--- config.mk ---
export PLATFORM = sky130hd
export DESIGN_NAME = range_kernel_ctrl
export DESIGN_NICKNAME = d
export VERILOG_FILES = /design/src/rtl/range_kernel_ctrl.sv
export SDC_FILE = /design/constraint.sdc
export NUM_CORES = 1
export LEC_CHECK = 0
export ABC_AREA = 1
export CAP_MARGIN = 20
export CORE_AREA = 5 5 67 115
export DETAILED_ROUTE_END_ITERATION = 8
export DIE_AREA = 0 0 72 120
export HOLD_SLACK_MARGIN = 0.12
export PLACE_DENSITY = 0.49
export SLEW_MARGIN = 20
export SYNTH_ARGS = -nofsm -noshare
export SYNTH_HDL_FRONTEND = slang
export SYNTH_SLANG_ARGS = --single-unit
--- constraint.sdc ---
create_clock -name clk -period 2.5 [get_ports clk]
set_clock_uncertainty 0.2 [all_clocks]
set_input_delay 0.5 -clock clk [delete_from_list [all_inputs] [get_ports clk]]
set_output_delay 0.5 -clock clk [all_outputs]
set_load 0.05 [all_outputs]
--- src/rtl/range_kernel_ctrl.sv ---
// Range-kernel sequencer: gates 7x7 window issue, tracks in-flight windows and
// swaps sigma only on an empty pipe. Define RANGE_KERNEL_CTRL_WDOG_EN for a drain watchdog.
module range_kernel_ctrl #(
  parameter int unsigned LATENCY       = 10,
  parameter int unsigned SIGMA_SETTLE  = 8,
  parameter int unsigned SIGMA_DEFAULT = 10,
  parameter int unsigned CNT_W         = 5,
  localparam int unsigned SIGMA_W      = 10
) (
  input  logic               clk,
  input  logic               rst_n,
  input  logic [SIGMA_W-1:0] cfg_sigma,
  input  logic               cfg_valid,
  output logic               cfg_ready,
  input  logic               win_in_valid,
  output logic               win_in_ready,
  output logic               win_out_valid,
  output logic [SIGMA_W-1:0] sigma,
  input  logic               kernel_valid,
  output logic [CNT_W-1:0]   inflight,
  output logic               busy,
  output logic [2:0]         err
);

  localparam int unsigned SET_W = (SIGMA_SETTLE > 1) ? $clog2(SIGMA_SETTLE) : 1;

  // The counter must hold a full pipe plus the window issued on the drain cycle.
  if ((64'd1 << CNT_W) <= 64'(LATENCY) + 64'd1) begin : g_cnt_w_check
    $error("range_kernel_ctrl: CNT_W too small for LATENCY");
  end

  typedef enum logic [1:0] {RUN, DRAIN, APPLY, SETTLE} state_e;

  state_e             state_q, state_d;
  logic [SET_W-1:0]   settle_q, settle_d;
  logic [SIGMA_W-1:0] sigma_q, sigma_d;
  logic [SIGMA_W-1:0] pending_q, pending_d;
  logic [CNT_W-1:0]   inflight_q, inflight_d;
  logic [2:0]         err_q, err_d;
  logic               issue;

`ifdef RANGE_KERNEL_CTRL_WDOG_EN
  localparam int unsigned WDOG_LIMIT = 4 * LATENCY;
  localparam int unsigned WDOG_W     = (WDOG_LIMIT > 1) ? $clog2(WDOG_LIMIT) : 1;
  logic [WDOG_W-1:0] wdog_q, wdog_d;
`endif

  assign win_in_ready  = (state_q == RUN);
  assign cfg_ready     = (state_q == RUN);
  assign busy          = (state_q != RUN);
  assign issue         = win_in_valid && win_in_ready;
  assign win_out_valid = issue;
  assign sigma         = sigma_q;
  assign inflight      = inflight_q;
  assign err           = err_q;

  // Next-state, in-flight accounting and sigma update.
  always_comb begin
    state_d    = state_q;
    settle_d   = settle_q;
    sigma_d    = sigma_q;
    pending_d  = pending_q;
    inflight_d = inflight_q;
    err_d      = err_q;
`ifdef RANGE_KERNEL_CTRL_WDOG_EN
    wdog_d     = '0;
`else
    err_d[2]   = 1'b0;
`endif

    if (kernel_valid && (inflight_q == '0)) begin
      err_d[0] = 1'b1;
    end
    if (issue && !kernel_valid) begin
      inflight_d = inflight_q + CNT_W'(1);
    end else if (!issue && kernel_valid && (inflight_q != '0)) begin
      inflight_d = inflight_q - CNT_W'(1);
    end

    case (state_q)
      RUN: begin
        if (cfg_valid) begin
          if (cfg_sigma == '0) begin
            err_d[1] = 1'b1;
          end else if (cfg_sigma != sigma_q) begin
            pending_d = cfg_sigma;
            state_d   = DRAIN;
          end
        end
      end
      DRAIN: begin
`ifdef RANGE_KERNEL_CTRL_WDOG_EN
        wdog_d = wdog_q + WDOG_W'(1);
`endif
        if (inflight_d == '0) begin
          state_d = APPLY;
`ifdef RANGE_KERNEL_CTRL_WDOG_EN
        end else if (wdog_q == WDOG_W'(WDOG_LIMIT - 1)) begin
          // Kernel lost returns: abandon the count rather than hang.
          inflight_d = '0;
          err_d[2]   = 1'b1;
          state_d    = APPLY;
`endif
        end
      end
      APPLY: begin
        sigma_d  = pending_q;
        settle_d = SET_W'(SIGMA_SETTLE - 1);
        state_d  = SETTLE;
      end
      SETTLE: begin
        if (settle_q == '0) begin
          state_d = RUN;
        end else begin
          settle_d = settle_q - SET_W'(1);
        end
      end
      default: state_d = SETTLE;
    endcase
  end

  // State registers.
  always_ff @(posedge clk or negedge rst_n) begin
    if (!rst_n) begin
      state_q    <= SETTLE;
      settle_q   <= SET_W'(SIGMA_SETTLE - 1);
      sigma_q    <= SIGMA_W'(SIGMA_DEFAULT);
      pending_q  <= '0;
      inflight_q <= '0;
      err_q      <= '0;
`ifdef RANGE_KERNEL_CTRL_WDOG_EN
      wdog_q     <= '0;
`endif
    end else begin
      state_q    <= state_d;
      settle_q   <= settle_d;
      sigma_q    <= sigma_d;
      pending_q  <= pending_d;
      inflight_q <= inflight_d;
      err_q      <= err_d;
`ifdef RANGE_KERNEL_CTRL_WDOG_EN
      wdog_q     <= wdog_d;
`endif
    end
  end

endmodule

# [Word-level counts from Yosys, hierarchy flattened]
# Index checks and enable logic that the tools add are counted.
[totals] ff_bits=32 input_bits=15 output_inout_bits=22 wordCells=50
[classes] add_sub_neg=3 n_eq_ne=10 muxes=10 bitwise_logic=1 n_reduce_logical=19
[op_table] operator="$logic_not A10 Y1" n=1
[op_table] operator="$logic_not A5 Y1" n=2
[op_table] operator="$mux W2" n=5
[op_table] operator="$mux W5" n=2
[op_table] operator="$ne A10 B10 Y1" n=1
[op_table] operator="$ne A2 B2 Y1 const B" n=5
[op_table] operator="$pmux W2 S4" n=1
[op_table] operator="$pmux W3 S2" n=1
[op_table] operator="$add A5 B1 Y5 const B" n=1
[op_table] operator="$logic_and A1 B1 Y1" n=5
[op_table] operator="$reduce_and A5 Y1" n=1
[op_table] operator="$reduce_bool A5 Y1" n=1
[op_table] operator="$sub A5 B1 Y5 const B" n=1
[op_table] operator="$eq A2 B2 Y1 const B" n=2
[op_table] operator="$reduce_and A4 Y1" n=1
[op_table] operator="$reduce_bool A2 Y1" n=2
[op_table] operator="$logic_not A3 Y1" n=1
[op_table] operator="$mux W3" n=1
[op_table] operator="$reduce_and A3 Y1" n=1
[op_table] operator="$sub A3 B1 Y3 const B" n=1
[op_table] operator="$eq A2 B1 Y1 const B" n=1
[op_table] operator="$logic_not A1 Y1" n=2
[op_table] operator="$logic_not A2 Y1" n=1
[op_table] operator="$ne A2 B1 Y1 const B" n=1
[op_table] operator="other kinds (2)" n=2

# [Logic depth before layout (Yosys ltp)]
[depth] depth_word=10 ltp_mapped=16 mapped_depth_nobuf=16

# [Worst setup path after synthesis]
# Ideal clock, no wire load.
[synth_path] path_kind="flip-flop to flip-flop" from="reg state_q[0]" to="reg state_q[1]" setup_ns=0.076 arrival_time_ns=2.044 required_time_ns=2.224 setup_slack_ns=0.180 path_stages_with_launch=17 path_buffers=0 synth_period_minus_slack_ns=2.320 cell_sequence="dfstp_2 -> inv_1 -> ha_1 -> nand2_2 -> nand2_1 -> inv_2 -> nand2_2 -> nand2_1 -> nand2_1 -> nand2_1 -> nand2_1 -> nor2_1 -> nand2_1 -> nand2_2 -> nand2_2 -> nand2_1 -> nand2_1"
[synth_between] elab_chain_cells=10 word_cells_on_any_way=19 classes_between="8 x eq/ne; 3 x mux; 8 x reduce/logical"
[synth_lines] item="start: declaration" line="34" rtl="state_e state_q, state_d;"
[synth_lines] item="start signal: assignment" line="135" rtl="state_q <= state_d;"
[synth_lines] item="$logic_not A2 Y1 (*)"
[synth_lines] item="via cfg_ready" line="14" rtl="output logic cfg_ready,"
[synth_lines] item="$logic_and A1 B1 Y1" line="51" rtl="assign issue = win_in_valid && win_in_ready;"
[synth_lines] item="$logic_not A1 Y1" line="76" rtl="end else if (!issue && kernel_valid && (inflight_q != '0)) begin"
[synth_lines] item="$logic_and A1 B1 Y1 (2 in a row)" line="76"
[synth_lines] item="$mux W5" line="76"
[synth_lines] item="$mux W5" line="74" rtl="if (issue && !kernel_valid) begin"
[synth_lines] item="$logic_not A5 Y1" line="95" rtl="if (inflight_d == '0) begin"
[synth_lines] item="$ne A2 B2 Y1 (no line)"
[synth_lines] item="$reduce_and A5 Y1 (no line)"
# The timed path passes the listed nets; every way through them passes the cells marked *.
# A chain may end at the register's enable or synchronous reset.

# [Worst setup path in the final report]
[layout_path] from="reg state_q[0]" to="out busy"
[layout_between] elab_chain_cells=1
[layout_lines] item="$reduce_bool A2 Y1" line="50" rtl="assign busy = (state_q != RUN);"
[layout_lines] item="end: declaration" line="21" rtl="output logic busy,"
# Every way passes these cells.

==> flow_summary.rst <==
.. list-table::
   :header-rows: 1

   * - Metric
     - Value
   * - Ranking of synthesized cells by instance count
     - 60 x nand2_1, 33 x inv_1, 25 x dfrtp_1
   * - Cell count after synthesis
     - 224
   * - HP Start
     - err[0]
   * - Unrepaired setup endpoints after global routing
     - no
   * - Worst setup slack after layout
     - between 0.1 and 0.15 ns
   * - Hold_buf cts
     - 0
   * - Max frequency
     - 418.6 MHz
   * - Total vias in the final route
     - around 1500
   * - Setup violations, final
     - 0
   * - Largest net degree at the start of global routing
     - 33
   * - Post-synth cell types
     - 30
   * - Wire length of the first global-routing pass
     - about 7.0 mm
   * - Post-synthesis average cell area
     - about 8.1 sq um
   * - Clock latency on the worst-skew pair
     - between 0.2 and 0.3 ns
   * - Number of optimization iterations in the first detailed-route pass
     - 4
   * - Leading post-synthesis cells by cell area
     - dfrtp_1 34%, nand2_1 12%, dfstp_2 10%, inv_1 6.8%, ha_1 6.2%
   * - Busiest metal layer after global routing
     - met2
   * - Final wirelength
     - ~4.1 mm
   * - Initial core utilization
     - 0.2716
   * - Total Neg Setup Slack
     - 0 ns
   * - Post-CTS setup buffer count
     - 0
   * - # diodes
     - 0
   * - Total core area
     - 6706 sq um
   * - Worst min-delay path class
     - flop to flop
   * - Maximum net fanout on the critical path
     - 5
   * - Layout Area Growth over Synthesis
     - 33.24%
   * - Fraction of registers with async set/reset
     - 1.000
   * - Site Rows
     - 40
   * - WL per Instance
     - roughly 12 um
   * - Root buf cell
     - clkbuf_16
   * - Launching point of the worst reg2reg path
     - state_q[0]
   * - Met3 track utilization from global routing
     - 0.02263
   * - Antenna violations before repair
     - 0
   * - Proportion of netlist area held by the largest area contributor
     - 0.3434
   * - Via count of the first global-routing pass
     - around 1500
   * - Netlist Area Pre-Place
     - 1822 sq um
   * - Number of max-slew violations in the final report
     - 0
   * - Predominant post-synthesis flop cell
     - dfrtp_1
   * - Number of nets in the layout
     - roughly 290
   * - DRC violation count after routing
     - 0
   * - Crit path time final
     - roughly 2.4 ns
   * - Outcome
     - complete, no violations
   * - Flip-flop and latch count after synthesis
     - 32
   * - Input/output buffers
     - 35
   * - Initial DRC count
     - 51
   * - Sequential-to-total area share from yosys stat
     - 0.4444
   * - Longest Clk Path Bufs
     - 2
   * - Number of I/O pins
     - 37
   * - RD Place Congestion
     - roughly 0.78
   * - Number of gates resized after cts
     - 0
   * - Number of synthesis warnings
     - 0
   * - Area of the die
     - between 8000 and 9000 sq um
   * - TritonCTS clock tree
     - done
   * - Worst slew pin tran
     - slightly above 0.5 ns
   * - Avg Vias per Cell
     - roughly 4.3
   * - Fraction of final layout cells sized beyond drive strength 1
     - 0.1483
   * - Clock edge transition at the registers on the reported setup and hold paths
     - roughly 0.05 ns
   * - Crit path capture type
     - primary output
   * - IR drop worst, VDD
     - between 0.0005 and 0.0006 V
   * - Die boundary width
     - approximately 72 um
   * - Number of enable flip-flop cells after synthesis
     - 0
   * - Data required time of the critical path
     - between 1.5 and 2 ns
   * - Data arrival time of the critical path
     - between 1.5 and 2 ns
   * - Critical path type
     - flop to primary output
   * - Net count after synthesis
     - 248
   * - Fin crit share
     - 0.9555
   * - Residual antenna-violating net count after detailed routing
     - 0
   * - Leak Pwr
     - 1.150 nW
   * - H-tree levels
     - 2
   * - GR met2 Demand/Resource
     - 0.1861
   * - Filler Cell Count
     - roughly 730
   * - Synth area leader
     - dfrtp_1
   * - Met1 Resource Use GR
     - 0.1167
   * - Count of clock tree sinks
     - 32
   * - Total global routing track utilization
     - 0.1042
   * - Dpl hpwl
     - roughly 3.3 mm
   * - Worst Setup Start Kind
     - flop
   * - Worst Setup SP
     - state_q[0]
   * - Number of CTS-inserted buffers
     - 5
   * - Max-slew headroom at the worst pin
     - 0.6562
   * - Most common cell in the netlist
     - nand2_1
   * - Final count of hold timing violations
     - 0
   * - Die height
     - roughly 120 um
   * - Reg-to-reg slack, setup
     - between 0.2 and 0.3 ns
   * - Post-Place Setup Slack
     - between 0.1 and 0.15 ns
   * - Total congestion overflow
     - 0
   * - Max-capacitance violation count
     - 0
   * - P per Cell Area
     - between 1000 and 1500 nW/um^2
critical path, cell delays in order, from the launching register on:
cell	delay, ns
dfstp_2	0.56
inv_1	0.08
ha_1	0.25
buf_4	0.17
inv_1	0.18
buf_12	0.17
flip-flops by register name, summed over array words and instances (netlist names):
name,cells
pending_q,10
sigma,10
inflight,5
settle_q,3
err,2
state_q,2
where the power goes:
part	internal, W	total [W]	switching (W)
logic	0.000674	0.00191	0.00123
registers	0.000802	0.00100	0.000200
clock network	0.000467	0.000680	0.000213
per-stage QoR:
stage | util | cells | area, sq um | hold slack, ns | power, W
finish | 0.3619 | 347 | 2427 | 0.2708 | 0.003588
global route | 0.3619 | 347 | 2427 | 0.3000 | 0.003873
CTS | 0.3619 | 347 | 2427 | 0.2811 | 0.003650
detailed placement | 0.3369 | 339 | 2260 | 0.2659 | 0.002945
global placement | 0.3369 | 339 | 2260 | 0.2620 | 0.002925
floorplan | - | 224 | 1822 | 0.004409 | 0.002357
layout make-up:
class	count	area, sq um	area share
multi-input cells	151	835.8	0.3443
flip-flops and latches	32	809.5	0.3335
repair buffers	37	377.9	0.1557
inverters	35	131.4	0.05412
clock buffers	5	125.1	0.05155
well taps	84	105.1	0.04330
clock inverters	3	42.54	0.01753
kinds of logic (layout without fill, tap and decap cells):
logic type | count (synthesis) | in the layout | share of synthesized area
flops | 32 | 32 | 0.4444
compound gates | 29 | 29 | 0.08722
fa+ha+maj | 9 | 9 | 0.06181
buf+inv | 41 | 80 | 0.09684
simple gates | 104 | 104 | 0.2692
other cells | 1 | 1 | 0.002058
xor+xnor | 8 | 8 | 0.03846
path summary, 6_finish.rpt:
check	to	depth (start not counted)
worst max register to register	state_q[0]	16
worst max-delay path	busy	5
worst min register to register	err[0]	1
min in group asynchronous	sigma[9]	2
worst min-delay path	err[0]	1
max in group asynchronous	state_q[0]	2
routing by layer:
layer | routed length, um | vias to the layer above | share of wire
li1 | - | 766 | -
met1 | 1665 | 695 | 0.41
met3 | 162 | 4 | 0.040
met2 | 2198 | 36 | 0.54
met5 | 0 | - | 0
met4 | 75 | 0 | 0.018
layout by cell type (no fill, tap or decap), types with 3 or more instances in the layout:
| cell | Yosys | routed |
|---|---|---|
| o21ai_0 | 14 | 14 |
| nand2_2 | 7 | 7 |
| buf_4 | 2 | 5 |
| ha_1 | 9 | 9 |
| nor2_1 | 13 | 13 |
| dfrtp_1 | 25 | 25 |
| nand3_1 | 10 | 10 |
| a21oi_1 | 3 | 3 |
| o21a_1 | 3 | 3 |
| nor2_4 | 3 | 3 |
| xor2_1 | 3 | 3 |
| dfstp_2 | 7 | 7 |
| o21ai_1 | 7 | 7 |
| clkdlybuf4s50_1 | 0 | 30 |
| nand2_1 | 60 | 60 |
| inv_1 | 33 | 33 |
| clkbuf_16 | 0 | 5 |
| xnor2_1 | 5 | 5 |
No activity file was read; power rests on OpenSTA's default activity.
